$ cat config.mk
export PLATFORM = sky130hd
export DESIGN_NAME = d_ff_strobe_ctrl
export DESIGN_NICKNAME = d
export VERILOG_FILES = /design/src/rtl/d_ff_strobe_ctrl.sv
export SDC_FILE = /design/constraint.sdc
export NUM_CORES = 1
export LEC_CHECK = 0
export BUFFER_PORTS_ARGS = -buffer_cell sky130_fd_sc_hd__buf_4
export CELL_PAD_IN_SITES_DETAIL_PLACEMENT = 1
export CELL_PAD_IN_SITES_GLOBAL_PLACEMENT = 1
export CORE_ASPECT_RATIO = 0.7
export CORE_MARGIN = 2
export CORE_UTILIZATION = 37
export CTS_CLUSTER_SIZE = 40
export DETAILED_ROUTE_END_ITERATION = 8
export PLACE_DENSITY_LB_ADDON = 0.3
export SKIP_CTS_REPAIR_TIMING = 1
export SYNTH_ARGS = -nofsm -noshare
export SYNTH_HDL_FRONTEND = slang
export SYNTH_SLANG_ARGS = --single-unit
$ cat constraint.sdc
create_clock -name clk -period 7.6 [get_ports clk]
set_input_delay 1.14 -clock clk [delete_from_list [all_inputs] [get_ports clk]]
set_output_delay 1.14 -clock clk [all_outputs]
set_load 0.05 [all_outputs]
$ cat src/rtl/d_ff_strobe_ctrl.sv
// rtl/d_ff_strobe_ctrl.sv - clear burst then periodic enable strobes for the capture flop
module d_ff_strobe_ctrl #(
    parameter int DIV_W      = 8,
    parameter int CNT_W      = 8,
    parameter int CLR_CYCLES = 2
) (
    input  logic             clk,
    input  logic             reset_n,
    input  logic             start,
    input  logic             stop,
    input  logic [DIV_W-1:0] period,
    input  logic [CNT_W-1:0] num_strobes,
    output logic             enable,
    output logic             clear_n,
    output logic             busy,
    output logic             done,
    output logic [CNT_W-1:0] strobe_cnt
);

    localparam int CLR_W = (CLR_CYCLES > 1) ? $clog2(CLR_CYCLES) : 1;
    localparam logic [CLR_W-1:0] CLR_LAST = CLR_W'(CLR_CYCLES - 1);

    typedef enum logic [1:0] {
        S_IDLE,
        S_CLEAR,
        S_RUN,
        S_DONE
    } state_t;

    state_t           state_q, state_d;
    logic [DIV_W-1:0] period_q, period_d;
    logic [CNT_W-1:0] num_q, num_d;
    logic [DIV_W-1:0] div_q, div_d;
    logic [CLR_W-1:0] clr_q, clr_d;
    logic             enable_q, enable_d;
    logic             clear_n_q, clear_n_d;
    logic             busy_q, busy_d;
    logic             done_q, done_d;
    logic [CNT_W-1:0] strobe_cnt_q, strobe_cnt_d;
    logic [DIV_W-1:0] div_last;

    assign div_last = period_q - DIV_W'(1);

    always_ff @(posedge clk or negedge reset_n) begin
        if (!reset_n) begin
            state_q <= S_IDLE;
        end else begin
            state_q <= state_d;
        end
    end

    always_comb begin
        state_d = state_q;
        case (state_q)
            S_IDLE: begin
                if (start && !stop) state_d = S_CLEAR;
            end
            S_CLEAR: begin
                if (stop)                   state_d = S_IDLE;
                else if (clr_q == CLR_LAST) state_d = S_RUN;
            end
            S_RUN: begin
                // strobe_cnt_q already includes the strobe showing on enable_q
                if (stop)
                    state_d = S_IDLE;
                else if (enable_q && (num_q != '0) && (strobe_cnt_q == num_q))
                    state_d = S_DONE;
            end
            default: state_d = S_IDLE;
        endcase
    end

    // Outputs are registered, so they are derived from the state being entered
    always_comb begin
        period_d     = period_q;
        num_d        = num_q;
        div_d        = '0;
        clr_d        = '0;
        strobe_cnt_d = strobe_cnt_q;

        if (state_q == S_IDLE && state_d == S_CLEAR) begin
            period_d     = (period == '0) ? DIV_W'(1) : period;
            num_d        = num_strobes;
            strobe_cnt_d = '0;
        end
        if (state_q == S_CLEAR && state_d == S_CLEAR) begin
            clr_d = clr_q + CLR_W'(1);
        end
        if (state_q == S_RUN && state_d == S_RUN) begin
            div_d = (div_q == div_last) ? '0 : div_q + DIV_W'(1);
        end

        enable_d = (state_d == S_RUN) && (div_d == div_last);
        if (enable_d && (strobe_cnt_d != '1)) begin
            strobe_cnt_d = strobe_cnt_d + CNT_W'(1);
        end

        clear_n_d = (state_d != S_CLEAR);
        busy_d    = (state_d == S_CLEAR) || (state_d == S_RUN);
        done_d    = (state_d == S_DONE);
    end

    always_ff @(posedge clk or negedge reset_n) begin
        if (!reset_n) begin
            period_q     <= '0;
            num_q        <= '0;
            div_q        <= '0;
            clr_q        <= '0;
            enable_q     <= 1'b0;
            clear_n_q    <= 1'b1;
            busy_q       <= 1'b0;
            done_q       <= 1'b0;
            strobe_cnt_q <= '0;
        end else begin
            period_q     <= period_d;
            num_q        <= num_d;
            div_q        <= div_d;
            clr_q        <= clr_d;
            enable_q     <= enable_d;
            clear_n_q    <= clear_n_d;
            busy_q       <= busy_d;
            done_q       <= done_d;
            strobe_cnt_q <= strobe_cnt_d;
        end
    end

    assign enable     = enable_q;
    assign clear_n    = clear_n_q;
    assign busy       = busy_q;
    assign done       = done_q;
    assign strobe_cnt = strobe_cnt_q;

endmodule

; ---- Yosys cells after proc, flatten, opt, wreduce, memory -nomap -nowiden
; Cells that the tools add are included.
[totals]
reg_bits = 39
inputBits = 20
out_inout_bits = 12
elab_cells = 49
[op_classes]
add_sub_neg = 4
n_eq_ne = 10
n_mux = 12
reduce_logical = 13
[op_table]
columns = operator, n
row1 = 8-bit two-way mux, 5
row2 = 8-bit == test, 3
row3 = 8-bit by 1-bit adder with 8-bit output (second input constant), 2
row4 = 2-bit two-way mux, 5
row5 = 1-bit logical AND, 8
row6 = 8-bit zero test, 1
row7 = 8-bit != test (second input constant), 1
row8 = 8-bit nonzero test, 1
row9 = 8-bit by 1-bit subtractor with 8-bit output (second input constant), 1
row10 = 2-bit == test (second input constant), 3
row11 = 2-bit one-hot mux with 3 select lines, 1
row12 = 2-bit by 1-bit == test with 1-bit output (second input constant), 2
row13 = 2-bit zero test, 1
row14 = 2-bit by 1-bit != test with 1-bit output (second input constant), 1
row15 = 1-bit adder (second input constant), 1
row16 = 1-bit zero test, 1
row17 = 1-bit logical OR, 1
row18 = 1-bit two-way mux, 1

; ---- Depth between registers and ports, before layout
; Gate-level depths: netlist of run 1.
[depth]
depth_word = 13
depth_mapped = 18
ltp_nobuf = 17

; ---- Worst setup path before layout of run 1
; Ideal clock, no wire load.
[synth_timing]
path_kind = input-to-reg
startpoint = input stop
endpoint = register strobe_cnt_q[7], in the netlist strobe_cnt[7]
setup_ns = 0.078
arrival_time_ns = 3.953
t_required_ns = 7.522
path_slack_ns = 3.569
cell_stages = 17
path_buffers = 1
cell_sequence = nor4b_1 -> nand4_1 -> o32a_1 -> inv_1 -> ha_1 -> inv_1 -> or3_1 -> clkbuf_1 -> and2_1 -> ha_1 -> nand3_1 -> nor2_1 -> and3_1 -> nor3b_1 -> nand3_1 -> or3_1 -> a21oi_1
[synth_via]
elab_chain_len = 11
elab_cells_between_ends = 18
cone_classes = add/sub: 1 / eq/ne: 4 / mux: 7 / reduce/logical: 6
[synth_lines]
columns = item, line_no
row1 = "start, declared", 10  ; input logic stop,
row2 = 1-bit zero test, 56  ; if (start && !stop) state_d = S_CLEAR;
row3 = 1-bit logical AND, 56
row4 = 2-bit two-way mux, 56
row5 = 2-bit one-hot mux with 3 select lines (*), 54  ; case (state_q)
row6 = named net state_d[0], 30  ; state_t state_q, state_d;
row7 = "parallel branches: the longest is 6 deep, another holds 8-bit by 1-bit adder with 8-bit output", n/a
row8 = 8-bit two-way mux (*), 94  ; if (enable_d && (strobe_cnt_d != '1)) begin
row9 = named net strobe_cnt_d[7], 39  ; logic [CNT_W-1:0] strobe_cnt_q, strobe_cnt_d;
row10 = "end signal, assigned", 123  ; strobe_cnt_q <= strobe_cnt_d;
row11 = "end, declared", 39
; Mark *: on every way through the listed nets, which the timed path passes.
; A chain may end at the register's enable or synchronous reset.

; ---- Worst setup path after layout of run 1
; Ends and elaborated chain as after synthesis.

==> impl_metrics.json, run 1 <==
{
  "synth_cells": 235,
  "numCtsBuffers": 5,
  "worst_slack_ps": 3050,
  "grt_overflow": 0,
  "grt_pass1_wl_um": 9400,
  "top_layer": "met4",
  "drt_iter0_drc": 62,
  "path_max_fanout": 19,
  "die_w_um": 97.3,
  "fin_crit_ps": 4550,
  "grt_setup_unrepaired": "false",
  "antennaDiodeCount": 0,
  "maxCapViolations": 0,
  "clkTransAtPathRegs_ps": 80,
  "h-tree-depth": 2,
  "initial_core_util": 0.388,
  "cp-end-kind": "flop",
  "grt_pass1_vias": 1816,
  "clock-root-buffer": "clkbuf_8",
  "p_leak_nw": 1.26,
  "synth_seq_cells": 39,
  "synth_edf_count": 0,
  "pre_cts_ws_ps": 2690,
  "syn_avg_cell_area_sq_um": 9.60,
  "p_total_mw": 0.596,
  "met3_length_um": 255,
  "min_to": "clr_q",
  "final-max-slew-violation-count": 0,
  "remaining_drc_errors": 0,
  "slew_headroom": 0.572,
  "antenna_found_initial": 0,
  "fin_tns_setup_ps": 0,
  "placementRows": 23,
  "yosysSeqAreaShare": 0.433,
  "period_share": 0.599,
  "mappedNetlistArea_sq_um": 2260,
  "place_hpwl_um": 4440,
  "cts_tree": "done",
  "drive_above_1_share": 0.197,
  "status": "finished, final reports clean",
  "seqPwrFrac": 0.436,
  "critical-path-slowest-cell": "or3_1",
  "ant_nets": 0,
  "ys_async_sr_fraction": 1.00,
  "worstMarginPinSlew_ps": 637,
  "setup_viol": 0,
  "worstPathArrival_ps": 4770,
  "routedWlPerCell_um": 16.6,
  "synth_cell_types": 48,
  "clock_sinks": 39,
  "crit_chain": "buf_4, nor4b_1, nand4_1, o32a_1, inv_1, ha_1, inv_1, or3_1, and2_1, ha_1, nand3_1, nor2_1, and3_1, nor3b_1, nand3_1, or3_1, a21oi_1",
  "fmax_mhz": 220,
  "dr.pass1.iters": 4,
  "wl_met1_um": 3010,
  "clock_latency_ps": 300,
  "r2r-end": "strobe_cnt[7]",
  "whs_ps": 501,
  "layout.nets": 294,
  "die_h_um": 69.3,
  "hp-start": "clr_q",
  "nFillCells": 699,
  "ys_warn_count": 0,
  "critical_path_class": "input pin to flop",
  "clockBufferDepth": 2,
  "swShare": 0.328,
  "port-buffer-count": 31,
  "comb_power_share": 0.265,
  "worstReg2RegStart": "strobe_cnt[0]",
  "final_util": 0.460,
  "grt_max_degree": 40,
  "crit_path_start_kind": "input pin",
  "synth_area_leaders": "dfrtp_1 42%, nand2_1 8.2%, xor2_1 5.4%, xnor2_1 5.0%, ha_1 3.3%",
  "met2_wirelength_um": 2400,
  "fin_skew_ps": 11.7,
  "yosys.area.top_type": "dfrtp_1",
  "p_switching_mw": 0.196,
  "syn_nets": 261,
  "die_area_sq_um": 6750,
  "routed_wirelength_um": 5710,
  "crit_required_ps": 7820,
  "max_stage_delay_ps": 600,
  "ir_drop_uv": 103,
  "gp_congestion": 0.864,
  "rr_worst_depth": 17,
  "netlist.area_leader.share": 0.422,
  "io_pins": 32,
  "clockPowerShare": 0.299,
  "via_per_inst": 5.21,
  "hp-class": "flop to flop",
  "hold_violations": 0,
  "grt_usage": 0.177,
  "core-area_sq_um": 5810,
  "ff2ff_setup_slack_ps": 3060,
  "area_growth_pct": 18.6,
  "pwr_density_cell_nw_per_um2": 223,
  "internal_power_mw": 0.400,
  "synth_ff_type": "dfrtp_1",
  "holdPathStages": 1,
  "num_vias": 1793
}
[critical path, delay by kind of cell]
family	cells	cell delay, ps
AO/OA/AOI/OAI	2	370
AND/OR/NAND/NOR	10	2600
buffers and inverters	3	320
adder cells (fa/ha/maj)	2	370
[cell families (layout without fill, tap and decap cells)]
| logic type | Yosys count | after routing | synth area share |
|---|---|---|---|
| multiplexers | 2 | 2 | 0.00943 |
| XOR/XNOR | 33 | 33 | 0.158 |
| buffers and inverters | 16 | 50 | 0.0305 |
| AND/OR/NAND/NOR | 112 | 112 | 0.261 |
| adder cells (fa/ha/maj) | 6 | 6 | 0.0333 |
| flip-flops | 39 | 39 | 0.433 |
| AO/OA/AOI/OAI | 27 | 27 | 0.0754 |
[registers in the layout, summed over array words and instances, names as in the netlist]
register,flops
div_q,8
num_q,8
period_q,8
strobe_cnt,8
state_q,2
busy,1
clear_n,1
clr_q,1
done,1
enable,1
[worst max path at each step]
stage | start | endpoint | slack [ps] | depth (start not counted)
floorplan | stop | strobe_cnt[7] | 3570 | 17
global placement | stop | strobe_cnt[7] | 3070 | 17
detailed placement | stop | strobe_cnt[7] | 2690 | 17
CTS | stop | strobe_cnt[7] | 3010 | 17
global route | stop | strobe_cnt[7] | 2740 | 17
finish | stop | strobe_cnt[7] | 3050 | 17
[area by class of cell]
class,instances,area [sq um],share of cell area
Multi-Input combinational cell,180,1210,0.454
Inverter,10,37.5,0.0140
Timing Repair Buffer,32,240,0.0898
Clock inverter,3,43.8,0.0164
Clock buffer,5,68.8,0.0257
Tap cell,75,93.8,0.0351
Sequential cell,39,977,0.365
[metal layers]
layer / GRT usage / vias up
li1: - / 876
met1: 0.277 / 875
met2: 0.244 / 37
met3: 0.0383 / 5
met4: 0.0463 / 0
met5: 0 / -
[cells in the final DEF (no fill, tap or decap), types with 2 or more instances in the layout]
master and count:
inv_1 10, nor3b_1 2, nor4b_1 2, nand3b_1 3
nor2b_1 2, or3_1 4, a21oi_1 9, nor2_1 11
nand4_1 2, clkbuf_8 5, nor3_1 2, nand2b_1 2
nor4_1 4, dfrtp_1 38, o21ai_0 7, buf_4 32
and3_1 4, o31ai_1 2, xor3_1 2, nand3_1 10
xnor2_2 2, o31a_1 2, xor2_1 14, xnor2_1 13
nand2_1 49, nor3_2 3, and2_1 3, or4_1 3
ha_1 6
[metrics by stage]
step / area (sq um) / std cells
floorplan: 2260 / 235
global placement: 2560 / 336
detailed placement: 2560 / 336
CTS: 2680 / 344
global route: 2680 / 344
finish: 2680 / 344
[power by group through the flow]
stage          clock (mW)  combinational (mW)  sequential [mW]
5_1_grt             0.191               0.175            0.265
6_report            0.178               0.158            0.260
2_1_floorplan           0               0.116            0.257
4_1_cts             0.182               0.159            0.260
3_5_place_dp            0               0.158            0.264
3_3_place_gp            0               0.152            0.263
[Yosys cell counts, types with 2 or more instances]
| cell type | instances |
|---|---|
| xnor2_1 | 13 |
| o31a_1 | 2 |
| nand3b_1 | 3 |
| a21oi_1 | 9 |
| or4_1 | 3 |
| xor2_1 | 14 |
| nor4b_1 | 2 |
| xor3_1 | 2 |
| nand2b_1 | 2 |
| o31ai_1 | 2 |
| or3_1 | 4 |
| nor3_2 | 2 |
| xnor2_2 | 2 |
| inv_1 | 10 |
| o21ai_0 | 7 |
| nand3_1 | 10 |
| dfrtp_1 | 38 |
| clkbuf_1 | 4 |
| nand4_1 | 2 |
| ha_1 | 6 |
| nor3_1 | 3 |
| nand2_1 | 49 |
| nor4_1 | 4 |
| nor2_1 | 11 |
| nor3b_1 | 2 |
| and3_1 | 4 |
| and2_1 | 3 |
| nor2b_1 | 2 |
Power figures use the tool's default switching activity.
==> run 2, diff against run 1 <==
- clock period: 7.6 -> 4.2 ns (I/O delays scaled with it)
==> run 2 against run 1 <==
Against the previous run:
- count of clock-buffer cells in the layout up 2
- total power up 71%
- hold slack lost 220 ps
- register-to-register slack got worse by 2700 ps
- sequential power grew 81%
- sequential cell count did not move
- sequential share of layout area decreased by 0.12 points
- via count increased by 0.28%
- setup slack got worse by 2700 ps
==> impl_metrics.json, run 2 (synthesis results as in run 1) <==
{
  "pre_cts_ws_ps": 195,
  "p_total_mw": 1.02,
  "die_area_sq_um": 6750,
  "fin_tns_setup_ps": 0,
  "mostFrequentLayoutCells": "49 x nand2_1, 38 x dfrtp_1, 35 x buf_4, 14 x xor2_1, 13 x xnor2_1",
  "place_hpwl_um": 4570,
  "clock-root-buffer": "clkbuf_8",
  "dp_cells": 339,
  "hold_violations": 0,
  "nFillCells": 673,
  "fmax_mhz": 257,
  "h-tree-depth": 2,
  "final_common_cell": "nand2_1",
  "path_max_fanout": 7,
  "dr.pass1.iters": 4,
  "num_vias": 1798,
  "placementRows": 23,
  "ir_drop_uv": 184,
  "numCtsBuffers": 5,
  "antennaDiodeCount": 0,
  "die_h_um": 69.3,
  "via_per_inst": 5.18,
  "critical_path_class": "flop to flop",
  "worst_slack_ps": 310,
  "die_w_um": 97.3,
  "worstPathArrival_ps": 4110,
  "clock_sinks": 39,
  "crit_path_start_kind": "flop",
  "period_share": 0.926,
  "maxCapViolations": 0,
  "setup_viol": 0,
  "remaining_drc_errors": 0,
  "cp-end-kind": "flop",
  "clockBufferDepth": 2,
  "fin_skew_ps": 9.04,
  "rr_worst_depth": 17,
  "fin_crit_ps": 3890,
  "area_growth_pct": 19.0,
  "worstReg2RegStart": "state_q[0]",
  "instances_no_fill": 347,
  "whs_ps": 284,
  "grt_usage": 0.193,
  "gp_congestion": 0.822,
  "status": "finished, final reports clean",
  "drive_above_1_share": 0.210,
  "cts_tree": "done",
  "final-max-slew-violation-count": 0,
  "drt_iter0_drc": 84,
  "clkTransAtPathRegs_ps": 80,
  "grt_max_degree": 40,
  "ant_nets": 0,
  "initial_core_util": 0.388,
  "grt_setup_unrepaired": "false",
  "r2r-end": "strobe_cnt[6]",
  "crit_required_ps": 4420,
  "pwr_density_cell_nw_per_um2": 379,
  "hp-class": "input pin to async pin",
  "routedWlPerCell_um": 17.5,
  "grt_overflow": 0,
  "clock_latency_ps": 310,
  "ff2ff_setup_slack_ps": 310,
  "port-buffer-count": 31,
  "grt_pass1_vias": 1928,
  "p_leak_nw": 1.26,
  "slew_headroom": 0.584,
  "grt_pass1_wl_um": 10300,
  "io_pins": 32,
  "routed_wirelength_um": 6080,
  "layout.nets": 297,
  "antenna_found_initial": 0,
  "core-area_sq_um": 5810,
  "worstMarginPinSlew_ps": 619
}
-- run 2: worst max-delay path by stage --
stage | endpoint | cells after the start | slack [ps] | start
6_report | strobe_cnt[6] | 17 | 310 | state_q[0]
5_1_grt | strobe_cnt[6] | 17 | 30 | state_q[0]
4_1_cts | strobe_cnt[7] | 17 | 260 | state_q[0]
3_5_place_dp | strobe_cnt[7] | 17 | 190 | stop
3_3_place_gp | strobe_cnt[6] | 17 | 400 | stop
2_1_floorplan | strobe_cnt[7] | 18 | 500 | strobe_cnt[0]
-- run 2: area by class of cell --
cell class	instances	area [sq um]	share of cell area
multi-input cells	180	1230	0.459
flip-flops and latches	39	977	0.364
repair buffers	35	263	0.0979
well taps	75	93.8	0.0349
clock buffers	7	76.3	0.0284
inverters	10	37.5	0.0140
clock inverters	1	5.00	0.00186
-- run 2: power by group --
part	switching [mW]	internal, mW	total, mW
logic	0.157	0.135	0.292
registers	0.0559	0.414	0.470
clock network	0.139	0.117	0.256
total	0.352	0.666	1.02
-- run 2: worst max-delay path, stage by stage (launching register included) --
cell and delay [ps]:
dfrtp_1 470, nand2b_1 230, nor4b_2 240, nand4_1 140, o32a_1 210, inv_1 120, ha_1 150, inv_1 70
or3_1 370, and2_1 210, ha_1 220, nand3_1 150, nor2_1 80, and3_1 240, and2_1 220, nand2b_1 180
or3_1 310, a21oi_1 180
-- run 2: through the flow --
| stage | util | area (sq um) |
|---|---|---|
| floorplan | - | 2260 |
| global placement | 0.445 | 2590 |
| detailed placement | 0.445 | 2590 |
| CTS | 0.459 | 2670 |
| global route | 0.462 | 2690 |
| finish | 0.462 | 2690 |
-- run 2: layer usage --
metal	GRT usage	vias to the layer above	part of all wire
met5	0	-	0
met1	0.299	867	0.53
met3	0.0363	9	0.054
met4	0.0633	0	0.013
met2	0.269	42	0.41
li1	-	880	-
==> run 3, diff against run 2 <==
- CORE_UTILIZATION: 37 -> 44
- CTS_BUF_LIST: default -> sky130_fd_sc_hd__clkbuf_16
==> run 3 against run 2 <==
Against the previous run:
- total power increased by 9.7%
- cell area increased by 1.0%
- clock power increased by 41%
- global-route usage increased by 3.2 points
- clock skew decreased by 1.6 ps
- sequential cell count unchanged
- first-iteration DRC count increased by 1.2%
- register-to-register slack got worse by 40 ps
- setup slack got worse by 37 ps
- sequential share of layout area decreased by 0.37 points
- largest cell class unchanged
==> impl_metrics.json, run 3 (synthesis results as in run 1) <==
{
  "status": "finished, final reports clean",
  "num_vias": 1809,
  "crit_required_ps": 4410,
  "crit_path_start_kind": "flop",
  "clkTransAtPathRegs_ps": 60,
  "hold_violations": 0,
  "p_leak_nw": 1.28,
  "p_total_mw": 1.12,
  "met2_wirelength_um": 2380,
  "period_share": 0.935,
  "fmax_mhz": 255,
  "antennaDiodeCount": 0,
  "die_h_um": 63.9,
  "hp-class": "input pin to async pin",
  "antenna_found_initial": 0,
  "ant_nets": 0,
  "pre_cts_ws_ps": 74.8,
  "clock-root-buffer": "clkbuf_16",
  "die_w_um": 89.6,
  "setup_viol": 0,
  "worstReg2RegStart": "state_q[0]",
  "worstPathArrival_ps": 4140,
  "initial_core_util": 0.464,
  "gp_congestion": 0.848,
  "grt_pass1_vias": 1858,
  "grt_pass1_wl_um": 9660,
  "critical_path_class": "flop to flop",
  "wl_met1_um": 2990,
  "remaining_drc_errors": 0,
  "nFillCells": 566,
  "crit_path_start": "state_q[0]",
  "place_hpwl_um": 4210,
  "routedWlPerCell_um": 16.8,
  "cts_tree": "done",
  "mostFrequentLayoutCells": "49 x nand2_1, 38 x dfrtp_1, 33 x buf_4, 14 x xor2_1, 13 x xnor2_1",
  "grt_setup_unrepaired": "false",
  "port-buffer-count": 31,
  "io_pins": 32,
  "numCtsBuffers": 5,
  "placementRows": 21,
  "pwr_density_cell_nw_per_um2": 411,
  "final-max-slew-violation-count": 0,
  "h-tree-depth": 2,
  "fin_skew_ps": 7.44,
  "instances_no_fill": 339,
  "via_per_inst": 5.34,
  "grt_overflow": 0,
  "drive_above_1_share": 0.200,
  "worstMarginPinSlew_ps": 600,
  "fin_crit_ps": 3930,
  "worst_slack_ps": 274,
  "fin_area_sq_um": 2710,
  "r2r-end": "strobe_cnt[6]",
  "grt_usage": 0.225,
  "ff2ff_setup_slack_ps": 270,
  "die_area_sq_um": 5720,
  "clockBufferDepth": 2,
  "path_max_fanout": 7,
  "layout.nets": 295,
  "fin_tns_setup_ps": 0,
  "slew_headroom": 0.597,
  "maxCapViolations": 0,
  "cp-end-kind": "flop",
  "placed_cell_area_sq_um": 2560,
  "met3_length_um": 245,
  "dp_cells": 331,
  "core-area_sq_um": 4860,
  "clock_sinks": 39,
  "ir_drop_uv": 191,
  "grt_max_degree": 40,
  "clock_latency_ps": 290,
  "rr_worst_depth": 17,
  "crit_end": "strobe_cnt[6]",
  "area_growth_pct": 20.2,
  "final_common_cell": "nand2_1",
  "routed_wirelength_um": 5700,
  "dr.pass1.iters": 4,
  "drt_iter0_drc": 85,
  "top_layer": "met4"
}
[run 3: how the worst min path moves through the flow]
stage | endpoint | slack, ps
floorplan | busy | 330
global placement | clr_q | 470
detailed placement | clr_q | 470
CTS | strobe_cnt[5] | 330
global route | strobe_cnt[5] | 340
finish | strobe_cnt[5] | 300
[run 3: stage by stage]
step	hold slack, ps	utilization
after floorplan	334	-
after global placement	470	0.527
after detailed placement	468	0.527
after CTS	327	0.556
after global routing	337	0.558
final	305	0.558
[run 3: report_power, final]
part / switching, mW / total (mW) / internal (mW)
logic: 0.148 / 0.282 / 0.134
registers: 0.0585 / 0.474 / 0.415
clock network: 0.146 / 0.361 / 0.215
[run 3: layer usage]
metal  global-route usage  up-vias
met5                    0        -
met4               0.0840        0
met3               0.0478        6
met2                0.308       49
met1                0.344      879
li1                     -      875
[run 3: layout make-up]
class	count	area, sq um	area share
multi-input combinational	180	1230	0.452
sequential	39	977	0.360
timing repair buffer	33	248	0.0913
clock buffer	5	125	0.0461
tap	69	86.3	0.0318
inverter	10	37.5	0.0138
clock inverter	3	12.5	0.00461
[run 3: worst max-delay path, stage by stage, from the launching register on]
cell and delay [ps]:
dfrtp_1 450, nand2b_1 240, nor4b_2 330, nand4_1 130
o32a_1 200, inv_1 100, ha_1 150, inv_1 80
or3_1 400, and2_1 240, ha_1 240, nand3_1 130
nor2_1 80, and3_1 240, and2_1 210, nand2b_1 170
or3_1 310, a21oi_1 150
